**config.mk**
```make
export PLATFORM = sky130hd
export DESIGN_NAME = opnd_fetch_flat
export DESIGN_NICKNAME = d
export VERILOG_FILES = /design/src/rtl/opnd_fetch_pkg.sv /design/src/rtl/opnd_fetch_if.sv /design/src/rtl/opnd_fetch_sync_fifo.sv /design/src/rtl/opnd_fetch.sv /design/src/flat_wrapper.sv
export SDC_FILE = /design/constraint.sdc
export NUM_CORES = 1
export LEC_CHECK = 0
export ABC_AREA = 1
export ABC_CLOCK_PERIOD_IN_PS = 7400
export BUFFER_PORTS_ARGS = -buffer_cell sky130_fd_sc_hd__buf_2
export CORE_AREA = 2 2 303 230
export DETAILED_ROUTE_END_ITERATION = 12
export DIE_AREA = 0 0 305 232
export PLACE_DENSITY_LB_ADDON = 0.08
export REMOVE_ABC_BUFFERS = 1
export SYNTH_ARGS = -nofsm -noshare
export SYNTH_HDL_FRONTEND = slang
export SYNTH_SLANG_ARGS = --single-unit
export TNS_END_PERCENT = 10
```
**constraint.sdc**
```tcl
create_clock -name clk -period 7.4 [get_ports clk]
set_input_delay 1.48 -clock clk [delete_from_list [all_inputs] [get_ports clk]]
set_output_delay 1.48 -clock clk [all_outputs]
set_load 0.01 [all_outputs]
```
**src/rtl/opnd_fetch_pkg.sv**
```systemverilog
// opnd_fetch_pkg: operand kinds, widths, GPR encodings and operand-extraction helpers for opnd_fetch
package opnd_fetch_pkg;
  localparam int OPND_SRC_REG = 0;
  localparam int OPND_SRC_IMM = 1;
  localparam logic [1:0] KIND_ZERO = 2'b00;
  localparam logic [1:0] KIND_REG = 2'(1 << OPND_SRC_REG);
  localparam logic [1:0] KIND_IMM = 2'(1 << OPND_SRC_IMM);
  localparam logic [1:0] KIND_ERR = 2'b11;
  localparam logic [1:0] OPND_W8 = 2'b00;
  localparam logic [1:0] OPND_W16 = 2'b01;
  localparam logic [1:0] OPND_W32 = 2'b10;
  localparam logic [2:0] REG_EAX = 3'd0;
  localparam logic [2:0] REG_ECX = 3'd1;
  localparam logic [2:0] REG_EDX = 3'd2;
  localparam logic [2:0] REG_EBX = 3'd3;
  localparam logic [2:0] REG_ESP = 3'd4;
  localparam logic [2:0] REG_EBP = 3'd5;
  localparam logic [2:0] REG_ESI = 3'd6;
  localparam logic [2:0] REG_EDI = 3'd7;

  typedef logic [7:0][31:0] gpr_t;

  typedef struct packed {
    logic        err;
    logic [31:0] opnd1;
    logic [31:0] opnd0;
  } rsp_t;

  // 8-bit selects 4-7 name the high byte (AH..BH) of the register selected by sel[1:0]
  function automatic logic [31:0] subreg_extract(logic [31:0] reg32, logic [2:0] sel, logic [1:0] width);
    return width == OPND_W8 ? {24'h0, sel[2] ? reg32[15:8] : reg32[7:0]}
         : width == OPND_W16 ? {16'h0, reg32[15:0]} : reg32;
  endfunction

  function automatic logic [31:0] opnd_pick(logic [1:0] kind, logic [2:0] sel, logic [1:0] width,
                                            logic [31:0] imm, gpr_t gprs);
    logic [2:0] idx;
    idx = width == OPND_W8 ? {1'b0, sel[1:0]} : sel;
    return kind == KIND_REG ? subreg_extract(gprs[idx], sel, width)
         : kind == KIND_IMM ? subreg_extract(imm, sel, width) : 32'h0;
  endfunction
endpackage

```
**src/rtl/opnd_fetch_if.sv**
```systemverilog
// opnd_fetch_if: decode-side request and ALU-side response handshakes of the operand fetch unit
interface opnd_fetch_if;
  logic        req_valid;
  logic        req_ready;
  logic [1:0]  src0_kind;
  logic [1:0]  src1_kind;
  logic [2:0]  src0_sel;
  logic [2:0]  src1_sel;
  logic [1:0]  src_width;
  logic [31:0] imm;
  logic        rsp_valid;
  logic        rsp_ready;
  logic [31:0] opnd0_r;
  logic [31:0] opnd1_r;
  logic        rsp_err;

  modport master (
    output req_valid, src0_kind, src1_kind, src0_sel, src1_sel, src_width, imm, rsp_ready,
    input  req_ready, rsp_valid, opnd0_r, opnd1_r, rsp_err
  );

  modport slave (
    input  req_valid, src0_kind, src1_kind, src0_sel, src1_sel, src_width, imm, rsp_ready,
    output req_ready, rsp_valid, opnd0_r, opnd1_r, rsp_err
  );
endinterface

```
**src/rtl/opnd_fetch_sync_fifo.sv**
```systemverilog
// opnd_fetch_sync_fifo: count-based synchronous FIFO, DEPTH a power of 2
module opnd_fetch_sync_fifo #(
  parameter int DEPTH = 2,
  parameter int W = 65
) (
  input  logic         clk,
  input  logic         rst,
  input  logic         push,
  input  logic         pop,
  input  logic [W-1:0] din,
  output logic [W-1:0] dout,
  output logic         full,
  output logic         empty
);
  localparam int AW = $clog2(DEPTH);
  logic [W-1:0] mem_q [DEPTH];
  logic [AW-1:0] wr_q, rd_q;
  logic [AW:0] cnt_q;
  logic do_push, do_pop;

  assign do_push = push && !full;
  assign do_pop = pop && !empty;
  assign full = cnt_q == (AW+1)'(DEPTH);
  assign empty = cnt_q == '0;
  assign dout = mem_q[rd_q];

  always_ff @(posedge clk) begin
    if (rst) begin
      wr_q <= '0;
      rd_q <= '0;
      cnt_q <= '0;
    end else begin
      wr_q <= wr_q + AW'(do_push);
      rd_q <= rd_q + AW'(do_pop);
      cnt_q <= cnt_q + (AW+1)'(do_push) - (AW+1)'(do_pop);
    end
  end

  always_ff @(posedge clk) begin
    if (do_push) mem_q[wr_q] <= din;
  end
endmodule

```
**src/rtl/opnd_fetch.sv**
```systemverilog
// opnd_fetch: shadow-GPR source-operand fetch with a DEPTH-entry response queue.
// Define OPND_FETCH_BYPASS_EN to let a request see the snap_load/wb_en data written in the same cycle.
module opnd_fetch
  import opnd_fetch_pkg::*;
#(
  parameter int DEPTH = 2
) (
  input  logic        clk,
  input  logic        rst,
  input  logic        snap_load,
  input  logic [31:0] i_eax, i_ebx, i_ecx, i_edx, i_esi, i_edi, i_esp, i_ebp,
  input  logic        wb_en,
  input  logic [31:0] w_eax, w_ebx, w_ecx, w_edx, w_esi, w_edi, w_esp, w_ebp,
  opnd_fetch_if.slave bus
);
  gpr_t gpr_q, gpr_d, rd_gpr;
  rsp_t din, head, last_q;
  logic push, pop, full, empty;

  always_comb begin
    gpr_d = snap_load ? {i_edi, i_esi, i_ebp, i_esp, i_ebx, i_edx, i_ecx, i_eax}
          : wb_en ? {w_edi, w_esi, w_ebp, w_esp, w_ebx, w_edx, w_ecx, w_eax} : gpr_q;
  end

`ifdef OPND_FETCH_BYPASS_EN
  assign rd_gpr = gpr_d;
`else
  assign rd_gpr = gpr_q;
`endif

  assign din = '{err:   bus.src0_kind == KIND_ERR || bus.src1_kind == KIND_ERR,
                 opnd1: opnd_pick(bus.src1_kind, bus.src1_sel, bus.src_width, bus.imm, rd_gpr),
                 opnd0: opnd_pick(bus.src0_kind, bus.src0_sel, bus.src_width, bus.imm, rd_gpr)};

  assign push = bus.req_valid && bus.req_ready;
  assign pop = bus.rsp_valid && bus.rsp_ready;
  assign bus.req_ready = !full;
  assign bus.rsp_valid = !empty;
  // once drained, the outputs keep showing the last entry handed to the ALU
  assign {bus.rsp_err, bus.opnd1_r, bus.opnd0_r} = empty ? last_q : head;

  always_ff @(posedge clk) begin
    gpr_q <= rst ? '0 : gpr_d;
    last_q <= rst ? '0 : pop ? head : last_q;
  end

  opnd_fetch_sync_fifo #(.DEPTH(DEPTH), .W($bits(rsp_t))) u_fifo (
    .clk  (clk),
    .rst  (rst),
    .push (push),
    .pop  (pop),
    .din  (din),
    .dout (head),
    .full (full),
    .empty(empty)
  );
endmodule

```
**src/flat_wrapper.sv**
```systemverilog
// flat-port wrapper written by rule: the top's interface ports become plain ports
module opnd_fetch_flat import opnd_fetch_pkg::*;
#(
  parameter int DEPTH = 2
)
  (clk, rst, snap_load, i_eax, i_ebx, i_ecx, i_edx, i_esi, i_edi, i_esp, i_ebp, wb_en, w_eax, w_ebx, w_ecx, w_edx, w_esi, w_edi, w_esp, w_ebp, bus_req_valid, bus_src0_kind, bus_src1_kind, bus_src0_sel, bus_src1_sel, bus_src_width, bus_imm, bus_rsp_ready, bus_req_ready, bus_rsp_valid, bus_opnd0_r, bus_opnd1_r, bus_rsp_err);
  opnd_fetch_if bus_i ();
  input  logic clk;
  input  logic rst;
  input  logic snap_load;
  input  logic [31:0] i_eax;
  input  logic [31:0] i_ebx;
  input  logic [31:0] i_ecx;
  input  logic [31:0] i_edx;
  input  logic [31:0] i_esi;
  input  logic [31:0] i_edi;
  input  logic [31:0] i_esp;
  input  logic [31:0] i_ebp;
  input  logic wb_en;
  input  logic [31:0] w_eax;
  input  logic [31:0] w_ebx;
  input  logic [31:0] w_ecx;
  input  logic [31:0] w_edx;
  input  logic [31:0] w_esi;
  input  logic [31:0] w_edi;
  input  logic [31:0] w_esp;
  input  logic [31:0] w_ebp;
  input wire logic [$bits(bus_i.req_valid)-1:0] bus_req_valid;
  input wire logic [$bits(bus_i.src0_kind)-1:0] bus_src0_kind;
  input wire logic [$bits(bus_i.src1_kind)-1:0] bus_src1_kind;
  input wire logic [$bits(bus_i.src0_sel)-1:0] bus_src0_sel;
  input wire logic [$bits(bus_i.src1_sel)-1:0] bus_src1_sel;
  input wire logic [$bits(bus_i.src_width)-1:0] bus_src_width;
  input wire logic [$bits(bus_i.imm)-1:0] bus_imm;
  input wire logic [$bits(bus_i.rsp_ready)-1:0] bus_rsp_ready;
  output wire logic [$bits(bus_i.req_ready)-1:0] bus_req_ready;
  output wire logic [$bits(bus_i.rsp_valid)-1:0] bus_rsp_valid;
  output wire logic [$bits(bus_i.opnd0_r)-1:0] bus_opnd0_r;
  output wire logic [$bits(bus_i.opnd1_r)-1:0] bus_opnd1_r;
  output wire logic [$bits(bus_i.rsp_err)-1:0] bus_rsp_err;
  assign bus_i.req_valid = bus_req_valid;
  assign bus_i.src0_kind = bus_src0_kind;
  assign bus_i.src1_kind = bus_src1_kind;
  assign bus_i.src0_sel = bus_src0_sel;
  assign bus_i.src1_sel = bus_src1_sel;
  assign bus_i.src_width = bus_src_width;
  assign bus_i.imm = bus_imm;
  assign bus_i.rsp_ready = bus_rsp_ready;
  assign bus_req_ready = bus_i.req_ready;
  assign bus_rsp_valid = bus_i.rsp_valid;
  assign bus_opnd0_r = bus_i.opnd0_r;
  assign bus_opnd1_r = bus_i.opnd1_r;
  assign bus_rsp_err = bus_i.rsp_err;
  opnd_fetch #(.DEPTH(DEPTH)) u_core (.clk(clk), .rst(rst), .snap_load(snap_load), .i_eax(i_eax), .i_ebx(i_ebx), .i_ecx(i_ecx), .i_edx(i_edx), .i_esi(i_esi), .i_edi(i_edi), .i_esp(i_esp), .i_ebp(i_ebp), .wb_en(wb_en), .w_eax(w_eax), .w_ebx(w_ebx), .w_ecx(w_ecx), .w_edx(w_edx), .w_esi(w_esi), .w_edi(w_edi), .w_esp(w_esp), .w_ebp(w_ebp), .bus(bus_i));
endmodule
```
Word-level counts from Yosys, hierarchy flattened. Memories as Yosys holds them, arrays and structs flattened. A register that Yosys moved wholly into a read port is not among the register bits. Index checks and enable logic that the tools add are counted.

Bits in registers: 325. Bits in writable memories: 130. Bits of input ports: 562. Logic and storage cells: 66. Memories kept: 1. Output and inout bits: 67.

$lt $le $gt $ge: 2. Multiplexer cells: 27. Add/subtract/negate cells: 4. Reductions and logical operators: 10. Equal/unequal tests: 8.

Memory list: u_core.u_fifo.mem_q (words 2, bits a word 65, rd ports 1, clocked after Yosys merged registers in 1, wr ports 1, RTL line opnd_fetch_sync_fifo.sv:16) `logic [W-1:0] mem_q [DEPTH];`.

Operators by type and width (number): $mux W256 (2); $mux W32 (13); $bmux W32 S3 (2); $mux W65 (1); $mux W8 (4); $eq A2 B2 Y1 const B (5); $lt A3 B4 Y1 const B (2); $eq A2 B1 Y1 const B (3); $mux W3 (2); $logic_and A1 B1 Y1 (4); $logic_not A2 Y1 (2); $mux W1 (3); $add A1 B1 Y1 (2); $add A2 B1 Y2 (1); $logic_not A1 Y1 (2); $reduce_bool A2 Y1 (1); $sub A2 B1 Y2 (1); $logic_or A1 B1 Y1 (1).

Logic depth before layout (Yosys ltp).
Depth after elaboration: 7. Depth in mapped cells: 11. Gate-level depth less buffers: 11.

By module. From an unflattened synthesis, not the netlist that was laid out.

Cells, all modules: 3827. Area, all modules: 27078.5 µm².

By module, submodules not included: opnd_fetch (cells an instance 3590, times used 1, seq. area each 6426.2 µm², area each 22044.9 µm²); opnd_fetch_sync_fifo (cells an instance 237, times used 1, seq. area each 3983.8 µm², area each 5033.6 µm²).

Worst setup path before layout. No wires, ideal clock.

Kind: in2reg. From: in bus_req_valid. To: mem u_core.u_fifo.mem_q[1][0], enable pin. Buffers on the path: 0. Data required time: 6.912 ns. Path slack: 2.650 ns. Setup time: 0.488 ns. Stages on the path: 2. Arrival time: 4.262 ns. Path through: nand2_1 > nor2_1.

Longest elaborated chain between the ends: 4.

Ends and longest elaborated chain: start: declaration (RTL line flat_wrapper.sv:28) `input wire logic [$bits(bus_i.req_valid)-1:0] bus_req_valid;`; $logic_and A1 B1 Y1 (RTL line opnd_fetch.sv:35) `assign push = bus.req_valid && bus.req_ready;`; $logic_and A1 B1 Y1 (RTL line opnd_fetch_sync_fifo.sv:21) `assign do_push = push && !full;`; $mux W1 (RTL line opnd_fetch_sync_fifo.sv:40) `if (do_push) mem_q[wr_q] <= din;`; $mux W1 (implied by the code) (RTL line opnd_fetch_sync_fifo.sv:40); end: declaration (RTL line opnd_fetch_sync_fifo.sv:16).

No other way between the ends.

Final worst setup path.
From: reg u_core.u_fifo.cnt_q[1]. To: out bus_opnd1_r[21].

Longest elaborated chain between the ends: 2.

Ends and longest elaborated chain: start: declaration (RTL line opnd_fetch_sync_fifo.sv:18) `logic [AW:0] cnt_q;`; start signal: assignment (RTL line opnd_fetch_sync_fifo.sv:35) `cnt_q <= cnt_q + (AW+1)'(do_push) - (AW+1)'(do_pop);`; $logic_not A2 Y1 (RTL line opnd_fetch_sync_fifo.sv:24) `assign empty = cnt_q == '0;`; $mux W65 (RTL line opnd_fetch.sv:40) `assign {bus.rsp_err, bus.opnd1_r, bus.opnd0_r} = empty ? last_q : head;`; end: declaration (RTL line flat_wrapper.sv:39) `output wire logic [$bits(bus_i.opnd1_r)-1:0] bus_opnd1_r;`.

No other way between the ends.

==> impl_metrics.py <==
metrics = {
    "finish": {
        "nets": 5037,
        "final_util_pct": 46.84,
        "syn_to_final_growth_pct": 17.65,
        "layout-drive-gt1-share_pct": 19.01,
        "final_area_um2": 31770,
    },
    "min_path": {
        "min_from": "u_core.last_q[55]",
        "min_to": "u_core.last_q[55]",
        "min_path_cells": 2,
        "hold_class": "reg -> reg",
    },
    "global_route": {
        "grt_max_degree": 186,
        "antenna_found_initial": 15,
        "grt_pass1_wl_um": 152600,
        "grtUsageTotal_pct": 27.93,
        "grt_pass1_vias": 24632,
        "grt-ovfl-total": 0,
    },
    "setup_path": {
        "ff2ff_setup_slack_ps": 4180,
        "critical_path.max_fanout": 92,
        "required_ps": 5920,
        "end_kind": "output port",
        "startpoint_type": "register",
        "critPathKind": "reg -> out",
        "reg2reg_depth": 7,
        "reg2reg_from": "u_core.u_fifo.cnt_q[1]",
        "cp_data_arrival_time_ps": 2710,
        "r2r_end": "u_core.last_q[29]",
    },
    "outcome": {
        "status": "finished clean",
    },
    "routing": {
        "viasPerCell": 5.055,
        "drt_first_iter_violations": 2601,
        "drt-total-wl_um": 101900,
        "drc": 0,
        "wl_per_cell_um": 18.82,
        "ant_nets": 0,
        "firstDrtPassIters": 6,
        "vias": 27379,
    },
    "sta": {
        "finalSetupViolations": 0,
        "rsz0062_at_grt": "false",
        "timing.fmax_ghz": 0.2385,
        "fin_crit_sh_pct": 56.67,
        "finalSetupTns_ps": 0,
        "hold_viol_final": 0,
        "post-route-min-period_ps": 4193,
        "max_slew_margin_pct": 10.01,
        "drv_slew": 0,
        "fin_skew_ps": 15.54,
        "worstMarginPinSlew_ps": 1348,
    },
    "logic_synthesis": {
        "postSynthCellCount": 4066,
        "yosysTopAreaCell": "dfxtp_1",
        "yosysWarnings": 0,
        "synthTopCellsByArea": "dfxtp_1 24%, nand2_1 18%, edfxtp_1 14%",
        "synth.area.mux_share_pct": 0,
        "synth_fa_ha_area_share_pct": 0.09268,
        "synth-xor-area-share_pct": 0.03244,
        "synth_area_um2": 27000,
        "yosys_register_bits": 455,
        "yosysSeqAreaShare_pct": 38.56,
        "ys_types": 27,
        "yosys.area_share.simple_pct": 28.82,
        "synth_compound_area_share_pct": 18.45,
        "yosysTopAreaCellShare_pct": 24.10,
        "synth_top_family_by_area": "simple AND/OR/NAND/NOR gates",
        "post_synth.cell_area_avg_um2": 6.640,
    },
    "clock_tree": {
        "cts_resized": 0,
        "holdBufCountCts": 0,
        "cts_tree": "yes",
        "cts_root_buffer": "clkbuf_16",
        "postCtsSetupRepairBufs": 0,
        "clkSlewWorstSetupHoldPaths_ps": 60,
        "htreeDepth": 2,
        "cts_buffers": 50,
        "cts_num_sinks": 455,
        "clock_latency_ps": 590,
        "clockBufferDepth": 3,
    },
    "floorplanning": {
        "io_pins": 629,
        "num_rows": 83,
        "dieArea_um2": 70760,
        "die_y_um": 232,
        "die_w_um": 305,
        "initial_core_util_pct": 39.81,
        "coreArea_um2": 67810,
    },
    "pwr": {
        "power_frac_seq_pct": 38.8,
        "p_sw_mw": 2.837,
        "p_per_area_nw_per_um2": 250.6,
        "intPower_mw": 5.123,
        "power_leakage_nw": 16.02,
        "pwr-share-comb_pct": 29.9,
        "peakVddDrop_mv": 0.1965,
        "p_sw_share_pct": 35.64,
        "clkPwrFrac_pct": 31.3,
    },
    "placement": {
        "dp_hpwl_um": 67150,
        "dpl-instance-area_um2": 30140,
        "gp_congestion": 0.8394,
        "io_buffers": 628,
    },
    "job": {
        "drv_cap": 0,
    },
}
-- metal layers --
layer	vias to the layer above	global-route usage (%)	wire, µm
met5	-	0	52
met4	8	5.894	1689
met3	101	4.363	7592
met2	938	44.58	45990
met1	12507	39.81	46580
li1	13825	-	-
-- flip-flops by register name, indices dropped and copies added (netlist names) --
name,cells
u_core.u_fifo.wr_q,1
u_core.u_fifo.cnt_q,2
u_core.gpr_q,256
u_core.last_q,65
u_core.u_fifo.rd_q,1
u_core.u_fifo.mem_q,130
-- power by group through the flow --
| stage | clock network, mW | registers, mW | logic [mW] |
|---|---|---|---|
| CTS | 2.54 | 3.08 | 2.40 |
| detailed placement | 0 | 3.14 | 2.39 |
| floorplan | 0 | 3.12 | 1.33 |
| finish | 2.49 | 3.09 | 2.38 |
| global placement | 0 | 3.13 | 2.39 |
| global route | 2.63 | 3.12 | 2.66 |
-- cells in the final DEF (no fill, tap or decap), types with 2 or more instances in the layout --
cell,n
a21oi_1,108
buf_12,4
buf_2,622
buf_4,27
buf_6,2
buf_8,2
clkbuf_1,19
clkbuf_16,52
clkbuf_8,10
clkinv_2,7
dfxtp_1,324
diode_2,11
edfxtp_1,130
inv_1,599
inv_2,8
inv_4,4
nand2_1,1273
nand2_2,2
nand3_1,429
nand4_1,32
nor2_1,151
nor2_2,3
nor2_4,7
o211ai_1,100
o211ai_2,100
o21ai_0,373
o21ai_1,113
-- synth_stat cells --
cell type     n
o22ai_1       1
nand4_1      32
nand2_1    1273
nor2_1      154
inv_1       603
buf_4         6
or2_1         1
clkbuf_1    130
nand2_2       3
xor2_1        1
buf_2       130
dfxtp_1     325
buf_6        22
inv_2         6
buf_8         1
a21oi_1     108
nor2_4        2
o211ai_2    100
ha_1          2
nand3_1     429
nor2_2        5
buf_1        13
o211ai_1    100
clkinv_1      3
edfxtp_1    130
o21ai_1     113
o21ai_0     373
-- how the worst max path moves through the flow --
stage / startpoint / to / slack [ps] / cells after the start
2_1_floorplan: wb_en / u_core.gpr_q[0] / -100 / 4
3_3_place_gp: bus_src1_sel[0] / u_core.u_fifo.mem_q[0][62] / 3440 / 7
3_5_place_dp: bus_src1_sel[0] / u_core.u_fifo.mem_q[0][62] / 3450 / 7
4_1_cts: u_core.u_fifo.cnt_q[1] / bus_opnd1_r[21] / 3180 / 5
5_1_grt: u_core.u_fifo.cnt_q[1] / bus_opnd1_r[21] / 3020 / 6
6_report: u_core.u_fifo.cnt_q[1] / bus_opnd1_r[21] / 3210 / 5
-- critical path, stage by stage, from the launching register on --
cell and delay, ps:
dfxtp_1 370, nor2_1 90, inv_4 320, buf_4 770
o21ai_0 280, buf_2 210
-- kinds of logic after synthesis --
logic type	after synthesis
xor gates and xnor gates	1
adders and majority gates	2
buffers and inverters	914
DFF	455
and+or+nand+nor	1899
AOI/OAI and AO/OA	795
-- stage by stage --
step / power, mW / std cells / worst slack (ps) / hold WS (ps)
final: 7.960 / 5416 / 3207 / 446.7
after detailed placement: 5.526 / 5313 / 3447 / 439.1
after global routing: 8.414 / 5413 / 3016 / 462.8
after CTS: 8.025 / 5405 / 3185 / 448.1
after global placement: 5.519 / 5313 / 3443 / 434.8
after floorplan: 4.449 / 3764 / -96.50 / 426.6
-- cell type report --
cell class / instances / area (µm²)
clock inverter: 11 / 86.33
clock buffer: 81 / 1510
inverter: 612 / 2313
multi-input combinational: 2697 / 12850
antenna: 11 / 27.53
timing repair buffer: 657 / 3448
tap: 892 / 1116
sequential: 455 / 10410
fill: 7259 / 36050
No activity file was read; power rests on OpenSTA's default activity.
